### config.mk
export PLATFORM = sky130hd
export DESIGN_NAME = alu_operand_stage_flat
export DESIGN_NICKNAME = d
export VERILOG_FILES = /design/src/rtl/alu_operand_stage_pkg.sv /design/src/rtl/alu_operand_stage_if.sv /design/src/rtl/alu_operand_stage_fwd_mux.sv /design/src/rtl/alu_operand_stage.sv /design/src/flat_wrapper.sv
export SDC_FILE = /design/constraint.sdc
export NUM_CORES = 1
export LEC_CHECK = 0
export CAP_MARGIN = 20
export CORE_MARGIN = 1
export CORE_UTILIZATION = 48
export CTS_CLUSTER_SIZE = 30
export DETAILED_ROUTE_END_ITERATION = 6
export PLACE_DENSITY = 0.9
export SYNTH_ARGS = -nofsm -noshare
export SYNTH_HDL_FRONTEND = slang
export SYNTH_SLANG_ARGS = --single-unit
### constraint.sdc
create_clock -name clk -period 2.2 [get_ports clk]
set_input_delay 0.33 -clock clk [delete_from_list [all_inputs] [get_ports clk]]
set_output_delay 0.33 -clock clk [all_outputs]
set_load 0.02 [all_outputs]
### src/rtl/alu_operand_stage_pkg.sv
// Shared types for the ALU operand stage.
//   alu_op_t      : ALU control encoding consumed by the alu
//   stage_entry_t : one buffered op {a, b, ctrl, rd} at default widths
package alu_operand_stage_pkg;

  localparam int unsigned AluWidth    = 32;
  localparam int unsigned AluRegAddrW = 5;

  typedef enum logic [1:0] {
    AluAdd = 2'd0,
    AluSub = 2'd1,
    AluOr  = 2'd2,
    AluAnd = 2'd3
  } alu_op_t;

  typedef struct packed {
    logic [AluWidth-1:0]    a;
    logic [AluWidth-1:0]    b;
    alu_op_t                ctrl;
    logic [AluRegAddrW-1:0] rd;
  } stage_entry_t;

endpackage

### src/rtl/alu_operand_stage_if.sv
// Decode-side and ALU-side bundle of the operand stage.
//   in_*    : op from decode with in_valid/in_ready handshake
//   exmem_* : EX/MEM write-back forwarding candidate
//   memwb_* : MEM/WB write-back forwarding candidate
//   out_*   : ALU operands/control with out_valid/out_ready handshake
// master = environment (decode, bypass network, EX); slave = the stage.
interface alu_operand_stage_if
  import alu_operand_stage_pkg::*;
#(
  parameter int unsigned Width    = AluWidth,
  parameter int unsigned RegAddrW = AluRegAddrW
) ();

  logic                in_valid;
  logic                in_ready;
  alu_op_t             in_ctrl;
  logic [RegAddrW-1:0] in_rs;
  logic [RegAddrW-1:0] in_rt;
  logic [Width-1:0]    in_rf_a;
  logic [Width-1:0]    in_rf_b;
  logic [Width-1:0]    in_imm;
  logic                in_use_imm;
  logic [RegAddrW-1:0] in_rd;

  logic                exmem_we;
  logic [RegAddrW-1:0] exmem_rd;
  logic [Width-1:0]    exmem_data;
  logic                memwb_we;
  logic [RegAddrW-1:0] memwb_rd;
  logic [Width-1:0]    memwb_data;

  logic                out_valid;
  logic                out_ready;
  logic [Width-1:0]    out_a;
  logic [Width-1:0]    out_b;
  alu_op_t             out_ctrl;
  logic [RegAddrW-1:0] out_rd;

  modport master (
    output in_valid, in_ctrl, in_rs, in_rt, in_rf_a, in_rf_b, in_imm, in_use_imm, in_rd,
    output exmem_we, exmem_rd, exmem_data, memwb_we, memwb_rd, memwb_data,
    output out_ready,
    input  in_ready, out_valid, out_a, out_b, out_ctrl, out_rd
  );

  modport slave (
    input  in_valid, in_ctrl, in_rs, in_rt, in_rf_a, in_rf_b, in_imm, in_use_imm, in_rd,
    input  exmem_we, exmem_rd, exmem_data, memwb_we, memwb_rd, memwb_data,
    input  out_ready,
    output in_ready, out_valid, out_a, out_b, out_ctrl, out_rd
  );

endinterface

### src/rtl/alu_operand_stage_fwd_mux.sv
// Priority forwarding select for one source operand.
//   src_i              : source register specifier
//   rf_data_i          : register-file read value for src_i
//   exmem_*/memwb_*    : write-back candidates (we, rd, data)
//   data_o             : EX/MEM hit, else MEM/WB hit, else regfile
// Register 0 never hits, so it always reads the regfile value.
module alu_operand_stage_fwd_mux #(
  parameter int unsigned Width    = 32,
  parameter int unsigned RegAddrW = 5
) (
  input  logic [RegAddrW-1:0] src_i,
  input  logic [Width-1:0]    rf_data_i,
  input  logic                exmem_we_i,
  input  logic [RegAddrW-1:0] exmem_rd_i,
  input  logic [Width-1:0]    exmem_data_i,
  input  logic                memwb_we_i,
  input  logic [RegAddrW-1:0] memwb_rd_i,
  input  logic [Width-1:0]    memwb_data_i,
  output logic [Width-1:0]    data_o
);

  logic src_nonzero;
  logic exmem_hit;
  logic memwb_hit;

  always_comb begin
    src_nonzero = (src_i != '0);
    exmem_hit   = exmem_we_i && (exmem_rd_i == src_i) && src_nonzero;
    memwb_hit   = memwb_we_i && (memwb_rd_i == src_i) && src_nonzero;
    if (exmem_hit) begin
      data_o = exmem_data_i;
    end else if (memwb_hit) begin
      data_o = memwb_data_i;
    end else begin
      data_o = rf_data_i;
    end
  end

endmodule

### src/rtl/alu_operand_stage.sv
// ID->EX operand stage feeding the ALU.
//   clk, rst : clock and synchronous active-high reset
//   flush    : drop every held op on redirect
//   bus      : decode/forwarding/ALU bundle (slave view)
// Operands are forwarded once at capture and then frozen. A main entry drives
// the outputs; a skid entry absorbs the op accepted during the cycle in which
// the downstream first stalls, so in_ready can come straight from a flop.
module alu_operand_stage
  import alu_operand_stage_pkg::*;
#(
  parameter int unsigned Width    = AluWidth,
  parameter int unsigned RegAddrW = AluRegAddrW
) (
  input  logic                clk,
  input  logic                rst,
  input  logic                flush,
  alu_operand_stage_if.slave  bus
);

  typedef struct packed {
    logic [Width-1:0]    a;
    logic [Width-1:0]    b;
    alu_op_t             ctrl;
    logic [RegAddrW-1:0] rd;
  } entry_t;

  localparam entry_t ResetEntry = '{a: '0, b: '0, ctrl: AluAdd, rd: '0};

  entry_t main_q, main_d;
  entry_t skid_q, skid_d;
  logic   main_valid_q, main_valid_d;
  logic   skid_valid_q, skid_valid_d;

  logic [Width-1:0] fwd_a;
  logic [Width-1:0] fwd_b;
  entry_t           cap_entry;
  logic             in_ready;
  logic             cap;
  logic             drain;

  alu_operand_stage_fwd_mux #(.Width(Width), .RegAddrW(RegAddrW)) u_fwd_a (
    .src_i       (bus.in_rs),
    .rf_data_i   (bus.in_rf_a),
    .exmem_we_i  (bus.exmem_we),
    .exmem_rd_i  (bus.exmem_rd),
    .exmem_data_i(bus.exmem_data),
    .memwb_we_i  (bus.memwb_we),
    .memwb_rd_i  (bus.memwb_rd),
    .memwb_data_i(bus.memwb_data),
    .data_o      (fwd_a)
  );

  alu_operand_stage_fwd_mux #(.Width(Width), .RegAddrW(RegAddrW)) u_fwd_b (
    .src_i       (bus.in_rt),
    .rf_data_i   (bus.in_rf_b),
    .exmem_we_i  (bus.exmem_we),
    .exmem_rd_i  (bus.exmem_rd),
    .exmem_data_i(bus.exmem_data),
    .memwb_we_i  (bus.memwb_we),
    .memwb_rd_i  (bus.memwb_rd),
    .memwb_data_i(bus.memwb_data),
    .data_o      (fwd_b)
  );

  always_comb begin
    cap_entry.a    = fwd_a;
    cap_entry.b    = bus.in_use_imm ? bus.in_imm : fwd_b;
    cap_entry.ctrl = bus.in_ctrl;
    cap_entry.rd   = bus.in_rd;
  end

  assign in_ready = ~skid_valid_q;
  assign cap      = bus.in_valid & in_ready;
  assign drain    = main_valid_q & bus.out_ready;

  always_comb begin
    main_d       = main_q;
    skid_d       = skid_q;
    main_valid_d = main_valid_q;
    skid_valid_d = skid_valid_q;
    if (flush) begin
      // Drain still completes downstream; everything else, including a capture, is dropped.
      main_valid_d = 1'b0;
      skid_valid_d = 1'b0;
    end else if (drain && skid_valid_q) begin
      // in_ready is low here, so no capture can collide with the skid promotion.
      main_d       = skid_q;
      skid_valid_d = 1'b0;
    end else if (drain) begin
      main_valid_d = cap;
      if (cap) begin
        main_d = cap_entry;
      end
    end else if (main_valid_q) begin
      if (cap) begin
        skid_d       = cap_entry;
        skid_valid_d = 1'b1;
      end
    end else if (cap) begin
      main_d       = cap_entry;
      main_valid_d = 1'b1;
    end
  end

  always_ff @(posedge clk) begin
    if (rst) begin
      main_q       <= ResetEntry;
      skid_q       <= ResetEntry;
      main_valid_q <= 1'b0;
      skid_valid_q <= 1'b0;
    end else begin
      main_q       <= main_d;
      skid_q       <= skid_d;
      main_valid_q <= main_valid_d;
      skid_valid_q <= skid_valid_d;
    end
  end

  assign bus.in_ready  = in_ready;
  assign bus.out_valid = main_valid_q;
  assign bus.out_a     = main_q.a;
  assign bus.out_b     = main_q.b;
  assign bus.out_ctrl  = main_q.ctrl;
  assign bus.out_rd    = main_q.rd;

endmodule
### src/flat_wrapper.sv
// flat-port wrapper written by rule: the top's interface ports become plain ports
module alu_operand_stage_flat import alu_operand_stage_pkg::*;
#(
  parameter int unsigned Width    = AluWidth,
  parameter int unsigned RegAddrW = AluRegAddrW
)
  (clk, rst, flush, bus_in_valid, bus_in_ctrl, bus_in_rs, bus_in_rt, bus_in_rf_a, bus_in_rf_b, bus_in_imm, bus_in_use_imm, bus_in_rd, bus_exmem_we, bus_exmem_rd, bus_exmem_data, bus_memwb_we, bus_memwb_rd, bus_memwb_data, bus_out_ready, bus_in_ready, bus_out_valid, bus_out_a, bus_out_b, bus_out_ctrl, bus_out_rd);
  alu_operand_stage_if #(.Width(Width), .RegAddrW(RegAddrW)) bus_i ();
  input  logic clk;
  input  logic rst;
  input  logic flush;
  input wire logic [$bits(bus_i.in_valid)-1:0] bus_in_valid;
  input wire logic [$bits(bus_i.in_ctrl)-1:0] bus_in_ctrl;
  input wire logic [$bits(bus_i.in_rs)-1:0] bus_in_rs;
  input wire logic [$bits(bus_i.in_rt)-1:0] bus_in_rt;
  input wire logic [$bits(bus_i.in_rf_a)-1:0] bus_in_rf_a;
  input wire logic [$bits(bus_i.in_rf_b)-1:0] bus_in_rf_b;
  input wire logic [$bits(bus_i.in_imm)-1:0] bus_in_imm;
  input wire logic [$bits(bus_i.in_use_imm)-1:0] bus_in_use_imm;
  input wire logic [$bits(bus_i.in_rd)-1:0] bus_in_rd;
  input wire logic [$bits(bus_i.exmem_we)-1:0] bus_exmem_we;
  input wire logic [$bits(bus_i.exmem_rd)-1:0] bus_exmem_rd;
  input wire logic [$bits(bus_i.exmem_data)-1:0] bus_exmem_data;
  input wire logic [$bits(bus_i.memwb_we)-1:0] bus_memwb_we;
  input wire logic [$bits(bus_i.memwb_rd)-1:0] bus_memwb_rd;
  input wire logic [$bits(bus_i.memwb_data)-1:0] bus_memwb_data;
  input wire logic [$bits(bus_i.out_ready)-1:0] bus_out_ready;
  output wire logic [$bits(bus_i.in_ready)-1:0] bus_in_ready;
  output wire logic [$bits(bus_i.out_valid)-1:0] bus_out_valid;
  output wire logic [$bits(bus_i.out_a)-1:0] bus_out_a;
  output wire logic [$bits(bus_i.out_b)-1:0] bus_out_b;
  output wire logic [$bits(bus_i.out_ctrl)-1:0] bus_out_ctrl;
  output wire logic [$bits(bus_i.out_rd)-1:0] bus_out_rd;
  assign bus_i.in_valid = bus_in_valid;
  assign bus_i.in_ctrl = bus_in_ctrl;
  assign bus_i.in_rs = bus_in_rs;
  assign bus_i.in_rt = bus_in_rt;
  assign bus_i.in_rf_a = bus_in_rf_a;
  assign bus_i.in_rf_b = bus_in_rf_b;
  assign bus_i.in_imm = bus_in_imm;
  assign bus_i.in_use_imm = bus_in_use_imm;
  assign bus_i.in_rd = bus_in_rd;
  assign bus_i.exmem_we = bus_exmem_we;
  assign bus_i.exmem_rd = bus_exmem_rd;
  assign bus_i.exmem_data = bus_exmem_data;
  assign bus_i.memwb_we = bus_memwb_we;
  assign bus_i.memwb_rd = bus_memwb_rd;
  assign bus_i.memwb_data = bus_memwb_data;
  assign bus_i.out_ready = bus_out_ready;
  assign bus_in_ready = bus_i.in_ready;
  assign bus_out_valid = bus_i.out_valid;
  assign bus_out_a = bus_i.out_a;
  assign bus_out_b = bus_i.out_b;
  assign bus_out_ctrl = bus_i.out_ctrl;
  assign bus_out_rd = bus_i.out_rd;
  alu_operand_stage #(.Width(Width), .RegAddrW(RegAddrW)) u_core (.clk(clk), .rst(rst), .flush(flush), .bus(bus_i));
endmodule
==> results.md <==
Timing:
- The final number of hold-violating endpoints came to 0.
- On the final layout, the worst hold slack is 0.302 ns.
- In the finished design, the share of the clock period the worst path needs comes to 99.6%.
- The maximum achievable frequency is 456 MHz.
- For the finished layout, the period the worst path requires is 2.19 ns.
- The worst max-slew margin expressed relative to the limit is 69.7%.
- At the pin with the least slew margin, the transition time is 0.454 ns.
- Across the routed clock network, the largest skew measured is 0.0118 ns.
- The final count of negative-setup-slack endpoints is 0.
- The number of slew-limit violations in the final report is 0.

Setup path:
- At the worst endpoint, the required time is 2.50 ns.
- The worst setup path is launched from an input pin.
- STA classifies the critical path endpoint as a flip-flop.
- The highest-delay cell along the critical path is sky130_fd_sc_hd__clkdlybuf4s50_1.
- The critical path is of the input pin to flip-flop type.
- On the worst path, the slowest cell contributes a delay of 0.55 ns.
- The critical path goes through clkdlybuf4s50_1 -> xnor2_1 -> nand4_1 -> or3_4 -> a221oi_1 -> buf_4 -> o311a_1 -> nor3_1.
- The arrival time at the worst endpoint is 2.49 ns.
- In this run the worst path has a maximum fanout of 5.

Logic synthesis:
- The number of distinct library cell variants in the gate-level netlist after synthesis is 47.
- The number of flops mapped to enable cells by yosys is 0.
- The fraction of the yosys area taken by sequential cells is 33.2%.
- In the post-synthesis netlist, the cell with the most instances is sky130_fd_sc_hd__nand2_1.
- The number of cells produced by synthesis is 1073.
- The count of synthesis-stage warnings from yosys is 0.
- By count the netlist is led by sky130_fd_sc_hd__nand2_1 (158), sky130_fd_sc_hd__dfxtp_1 (144), sky130_fd_sc_hd__nor2_1 (118), sky130_fd_sc_hd__a21oi_1 (106), sky130_fd_sc_hd__clkbuf_1 (77).
- The post-synthesis area per instance is 8.08 µm².
- The synthesized design devotes to its leading area cell type 33.2% of total area.
- Sorting the synthesized cells by area gives the leading types as sky130_fd_sc_hd__dfxtp_1 (33%), sky130_fd_sc_hd__nand2_1 (6.8%), sky130_fd_sc_hd__a21oi_1 (6.1%).
- The top cell type by total area after synthesis is sky130_fd_sc_hd__dfxtp_1.
- The total nets after synthesis is 1268.
- The most used flip-flop cell after synthesis is sky130_fd_sc_hd__dfxtp_1.
- The cell area after technology mapping is 8670 µm².
- The register bit total from synthesis is 144.
- Of all flip-flops after synthesis, the portion carrying an async set or reset was 0%.

Floorplan:
- The starting density of the core is 49.6%.
- The boundary pin count is 268.
- In this run the standard cell core region covers 17500 µm².
- From left edge to right edge, the die measures 136 µm.
- The floorplan has 48 rows.
- The die is 136 µm tall.
- The die covers 18600 µm².

Detailed routing:
- In the routed design, unresolved DRC markers number 0.
- After detailed routing, the average wire length per cell comes to 21.8 µm.
- The detail route stage leaves a number of antenna-violating nets equal to 0.
- The wire length after detailed routing is 34.7 mm.
- The first-pass iteration count of the detailed router is 6.
- After detailed routing, the number of vias per cell comes to 6.51.
- The first routing iteration left 1467 violations.
- The total via count after detailed routing is 10300.

Clock network:
- The CTS buffer count is 17.
- The quantity of hold-fixing buffers added after cts is 0.
- The clock reaches the later pin of the worst-skew pair after 0.43 ns.
- The clock tree synthesis step divided the H-tree into 4 levels.
- The clock tree root buffer cell is sky130_fd_sc_hd__clkbuf_16.
- After clock tree synthesis, the clock-pin slew on the worst setup and hold paths is 0.06 ns.
- The clock passes through at most 2 buffers.
- The TritonCTS clock tree is done.
- The clock drives 144 sinks.

Power:
- In this run the power density over the cells is 562 nW/µm².
- IR analysis of the VDD net gives a maximum drop of 0.000555 V.
- For this design the static power due to leakage is 4.82 nW.

Placed design:
- The detailed placement HPWL is 23.9 mm.
- The routability congestion estimate is 1.01.
- The total cell area at the placement stage is 12100 µm².
- The number of port buffers is 267.

Min path:
- The worst min-delay path category is input pin to flip-flop.

Layout:
- After filler insertion, the fill cell instance count of the layout stands at 1220.
- The total number of nets in the final design is 1541.
- The finished cells cover 12900 µm².
- The synthesis-to-layout area growth is 48.4%.
- The fraction of layout instances using a drive strength above 1 is 15.4%.

GRT:
- The initial antenna violation count came to 3.
- The first global-routing pass estimated 51.8 mm of wire.
- Entering global routing, the biggest net connects 95 pins.
- The number of global-route vias before repair was 9688.
- The leftover overflow at the end of global routing is 0.
- Across every metal layer, demand over resource in global routing totals 36.3%.

Flow run:
- The tool flagged a number of max-cap violations equal to 0.

Outcome:
- The run finished with clean final reports.
## registers in the layout, summed over array words and instances (netlist names)
signal / flops
u_core.skid_q: 71
u_core.bus.out_a: 32
u_core.bus.out_b: 32
u_core.bus.out_rd: 5
u_core.bus.out_ctrl: 2
u_core.bus.out_valid: 1
u_core.skid_valid_q: 1
## area by class of cell
class                   count  area [µm²]  area share (%)
well taps                 225         282            2.19
clock inverters            13         139            1.08
multi-input cells         817        5390            41.8
clock buffers              19         433            3.36
flip-flops and latches    144        2880            22.4
inverters                   1        3.75          0.0292
diodes                      3        7.51          0.0583
repair buffers            365        3740            29.0
## worst paths after layout
path                                       to                               from  cells past startpoint  slack (ns)
max reg2reg  u_core.bus.out_b[4]$_SDFFE_PP0P_  u_core.bus.out_valid$_SDFFE_PP0N_                      8        0.31
min reg2reg     u_core.skid_q[6]$_SDFFE_PP0P_      u_core.skid_q[6]$_SDFFE_PP0P_                      2        0.45
max          u_core.bus.out_a[5]$_SDFFE_PP0P_                    bus_memwb_rd[0]                      8       0.009
min            u_core.skid_q[55]$_SDFFE_PP0P_                                rst                      2        0.30
## report_power, final
| part | switching [mW] | total (mW) | leakage [nW] | internal [mW] |
|---|---|---|---|---|
| Combinational | 0.772 | 1.59 | 3.38 | 0.817 |
| Sequential | 0.0657 | 2.77 | 1.17 | 2.71 |
| Clock | 1.19 | 2.86 | 0.266 | 1.67 |
| Total | 2.03 | 7.23 | 4.82 | 5.19 |
## per-stage QoR
step	std cells	total power, mW	setup TNS, ns	util, %	setup slack (ns)
3_5_place_dp	1547	4.35	-70.47	69.2	-0.758
5_1_grt	1587	7.43	-0.0766	73.6	-0.0329
2_1_floorplan	1073	3.48	0	-	0.247
4_1_cts	1582	7.18	0	72.9	0.00190
3_3_place_gp	1547	4.32	-62.60	69.2	-0.669
6_report	1587	7.23	0	73.6	0.00855
## routing by layer
metal  wire length, µm  part of all wire, %  vias to the layer above  track usage (%)
met3              4360                   13                      186             9.21
met4              1730                  5.0                        0             20.7
met5                 0                    0                        -                0
li1                  -                    -                     4556                -
met2             15500                   45                      795             55.2
met1             13100                   38                     4788             46.5
## cell families (layout without fill, tap and decap cells)
family / after synthesis / after routing / share of synthesized area, %
and+or+nand+nor: 410 / 410 / 22.6
AOI/OAI and AO/OA: 355 / 355 / 32.3
DFF: 144 / 144 / 33.2
buffers and inverters: 112 / 398 / 6.07
muxes: 32 / 32 / 3.69
xor gates and xnor gates: 20 / 20 / 2.11
other: 0 / 3 / 0
## repair_timing
item | 4_1_cts | 5_1_grt
resized for setup | 12 | 26
pin swaps | 7 | 9
setup endpoints to repair | 81 | 92
cloned | 1 | 1
buffers inserted | 2 | 1
## critical path: cells and delay by family
family | cells | cell delay (ns)
compound gates | 2 | 0.62
buf+inv | 2 | 0.74
simple gates | 3 | 0.66
xor+xnor | 1 | 0.14
## cell usage in the layout, fill, tap and decap left out, drive strengths merged, types with 2 or more instances in the layout
cell type      Yosys  routed
a21oi            106     106
a221o             24      24
a221oi             8       8
a311oi            31      31
and3              66      66
buf               32      99
bufinv             0       2
clkbuf            79      20
clkdlybuf4s50      0     251
clkinv             0       4
clkinvlp           0       5
dfxtp            144     144
diode              0       3
dlygate4sd2        0       5
dlymetal6s2s       0       9
inv                1       3
mux2i             32      32
nand2            158     158
nand3              2       2
nand3b            32      32
nand4              3       3
nor2             120     120
nor3              10      10
nor4               2       2
o211ai            49      49
o21ai             32      32
o21bai            32      32
o221ai            32      32
o311a              8       8
o41ai             32      32
or3               10      10
or4                2       2
xnor2             14      14
xor2               6       6
Power figures use the tool's default switching activity.
==> variant 1, RTL diff (same settings) <==
Reset style: asynchronous (`rst`), changed in one clocked block. Comments in the files are not updated.
--- a/src/rtl/alu_operand_stage.sv
+++ b/src/rtl/alu_operand_stage.sv
@@ -104,3 +104,3 @@
 
-  always_ff @(posedge clk) begin
+  always_ff @(posedge clk or posedge rst) begin
     if (rst) begin
Behaviour: differs if rst is asserted again (counterexample within 4 cycles, from zero or initial values and one cycle with rst high); with rst held inactive, the same outputs for 4 cycles.
==> variant 1 against the unedited design <==
Core utilization is 1.6 points lower. Count of clock-buffer cells in the layout is 2 higher. Synthesized area is 7.8% higher. Routed wire length is 5.0% higher. Worst setup slack better by 0.021 ns. Sequential cell count stayed put. Power is 31% higher. Critical path depth is 1 higher. First-iteration DRC count is 8.8% lower. Cell area is 5.7% higher. Largest power group is now registers. Die area is 7.6% higher. Critical endpoint is now u_core.skid_q[33].
==> variant 1: results (changes against the unedited design) <==
worst vdd ir 0.600 mV (+8.2%); P_sw 3.15 mW (+55%); reg-to-reg setup timing slack 0.19 ns (-0.12 ns); worst min path class in2async; post-synthesis sequential area ratio 38.6% (+5.3 points); synth cell count leaders 228 x nand2_1, 144 x dfrtp_1, 88 x clkbuf_1, 71 x a31oi_1, 66 x nor2_1; Clock Tree Buf Depth 2 (unchanged); leakage 5.65 nW (+17%); syn nets 1342 (+5.8%); leading area contributor after synthesis dfrtp_1; Final min period 2.17 ns (-0.0210 ns); Setup crit start bus_in_rt[4]; vias per inst 6.46 (-0.77%); wire per inst 21.7 um (-0.60%); Fill cells 1397 (+15%); Sw Ratio 33.2% (+5.0 points); share of cells above drive strength 1 13.4% (-2.0 points); largest net degree at the start of global routing 59 (-38%); Async SR Flop Fraction 100% (+100 points); gr usage total 36.3% (about the same); clock buf count 21 (+2); RR Startpoint u_core.skid_valid_q; Max-slew headroom 63.2% (-6.5 points); Post-Place Cell Area 12900 um2 (+7.0%); multi-input combinational area share 38.6% (-3.3 points); ClkCell Share 4.24% (-0.20 points); Final Skew 0.00977 ns (-0.00204 ns); worst path arrival time 2.46 ns (-0.03 ns); inverters 37 (+36); crit path capture u_core.skid_q[33]; Ant. Diodes 2 (-1); count of pins over their slew limit 0 (unchanged); Reg2Reg Depth 5 (-3); vias in the first global route 10400 (+6.9%); CP max FO 19 (+14); run status completed; RR Endpoint u_core.bus.out_a[27]; post-synthesis cell count 1147 (+6.9%); post-synthesis cell type count 41 (-13%); Buffers excl. clock 353 (-3.3%); DRT iter0 DRCs 1338 (-8.8%); setup_tns 0 ns (unchanged); GP Congestion 0.970 (-3.6%); Crit path largest cell delay 0.48 ns (-0.07 ns); initial antenna violation count 1 (-2); multi-input logic area 5250 um2 (-2.5%)
-- variant 1: repair_timing --
action / CTS / global route
hold buffers: 0 / 0
setup buffers: 3 / 0
endpoints found under the hold margin: 0 / 0
endpoints found under the setup margin: 50 / 37
gates cloned: 1 / 0
resized for setup: 2 / 15
pin swaps: 2 / 7
-- variant 1: metal layers --
layer	wire length (um)	GRT usage (%)	up-vias	part of all wire (%)
li1	-	-	4762	-
met1	14200	48.9	5143	39
met2	16200	54.1	807	44
met3	4480	9.89	114	12
met4	1530	17.4	0	4.2
met5	0	0	-	0
-- variant 1: logic make-up after synthesis --
group                  count (synthesis)  share of synthesized area (%)
AO/OA/AOI/OAI                        420                           33.7
buffers and inverters                155                           6.85
XOR/XNOR                              20                           1.87
flip-flops                           144                           38.6
AND/OR/NAND/NOR                      408                           19.0
==> variant 2, RTL diff (same flow settings) <==
Made on the original files. `AluWidth`: 32 -> 48.
--- a/src/rtl/alu_operand_stage_pkg.sv
+++ b/src/rtl/alu_operand_stage_pkg.sv
@@ -5,3 +5,3 @@
 
-  localparam int unsigned AluWidth    = 32;
+  localparam int unsigned AluWidth    = 48;
   localparam int unsigned AluRegAddrW = 5;
Interface: changed (7 resized); port bits go from 268 to 380. No check against the original RTL was run, so the function may have changed too.
==> variant 2 against the unedited design <==
The flow now finishes with violations (negative setup slack). Count of clock-buffer cells in the layout rose by 15. Cell area rose by 45%. Final cell count rose by 44%. Synthesized area rose by 38%. Worst setup slack got worse by 0.042 ns. Global-route usage rose by 7.3 points. Power rose by 47%. Routed wire length rose by 68%. Sequential cell count rose by 64. Clock power rose by 38%.
==> variant 2: results (changes against the unedited design) <==
Hold Path Sink u_core.skid_q[99]; worst vdd ir 0.410 mV (-26%); Post-Place Cell Area 17200 um2 (+42%); Setup crit start bus_exmem_rd[3]; gr usage total 43.6% (+7.3 points); run status finished, violations left; leakage 6.53 nW (+36%); final cell count without fillers 2293 (+44%); Placed Cells 2226 (+44%); violated checks negative setup slack; Worst Setup Slack, final -0.0331 ns (-0.0416 ns); # setup viols final 3 (+3); vias in the first global route 15100 (+56%); vias per inst 6.77 (+4.1%); postcts setup bufs 16 (+14); setup_tns -0.0565 ns (-0.0565 ns); clk_lat worst skew 0.52 ns (+0.09 ns); Final Skew 0.00758 ns (-0.00423 ns); post-synthesis cell count 1538 (+43%); initial antenna violation count 5 (+2); CTS HTree Levels 1 (-3); DPL Wire Length 40600 um (+69%); Buffers on Ports 379 (+42%); Clock Tree Buf Depth 3 (+1); Area contributors post-synth dfxtp_1 35%, a211oi_1 7.4%, nand2_1 6.3%; post_cts resized 46 (+34); Fill cells 1686 (+38%); synth cell count leaders 208 x dfxtp_1, 202 x nand2_1, 155 x nor2_1, 139 x clkbuf_1, 119 x a211oi_1; worst path arrival time 2.66 ns (+0.17 ns); RR Startpoint u_core.skid_valid_q; RR Endpoint u_core.skid_q[94]; post-synthesis sequential area ratio 34.7% (+1.5 points); largest net degree at the start of global routing 88 (-7.4%); wire per inst 25.3 um (+16%); CP max FO 23 (+18); DRT iter0 DRCs 2042 (+39%); max reg flops 103 (+45%); share of cells above drive strength 1 18.4% (+3.0 points); worst-margin pin slew 0.559 ns (+0.105 ns)
==> variant 2: cell types whose count changed after synthesis, sizes merged, moves of 50 or more <==
cell | before | now
o21ai | 32 | 120
nor3 | 10 | 109
a211oi | 0 | 119
dfxtp | 144 | 208
a211o | 0 | 50
and3 | 66 | 1
clkbuf | 79 | 140
==> variant 2: kinds of logic after synthesis <==
logic type      share of synthesized area, %
buf+inv                                 6.28
xor+xnor                                1.52
simple gates                            21.7
flops                                   34.7
compound gates                          35.8
==> variant 2: layout make-up <==
type,count,area (um2),area share (%)
Multi-Input combinational cell,1153,7470,40.1
Timing Repair Buffer,564,5850,31.3
Sequential cell,208,4160,22.3
Clock buffer,34,699,3.75
Tap cell,324,405,2.17
Clock inverter,6,57.6,0.308
Antenna cell,3,7.51,0.0402
Inverter,1,3.75,0.0201
==> variant 2: power groups by stage <==
stage	clock network, mW	registers (mW)	logic, mW
5_1_grt	4.10	4.01	2.75
6_report	3.94	4.00	2.67
4_1_cts	3.93	4.00	2.57
3_3_place_gp	0	4.07	2.42
2_1_floorplan	0	4.21	0.905
3_5_place_dp	0	4.08	2.46
==> variant 2: layer usage <==
layer | vias to the layer above | GRT usage [%] | routed length [um] | share of wire (%)
met5 | - | 0 | 41 | 0.071
met4 | 6 | 31.9 | 4960 | 8.5
met3 | 338 | 10.5 | 6690 | 12
met2 | 1250 | 71.1 | 26400 | 46
met1 | 7285 | 49.8 | 19900 | 34
li1 | 6651 | - | - | -
==> variant 2: critical path, cell delays in order <==
cell	delay (ns)
clkdlybuf4s50_1	0.48
xnor2_1	0.24
o211ai_1	0.19
buf_4	0.21
nor2_4	0.29
buf_12	0.22
a21oi_1	0.08
a211o_1	0.33
a311oi_2	0.28
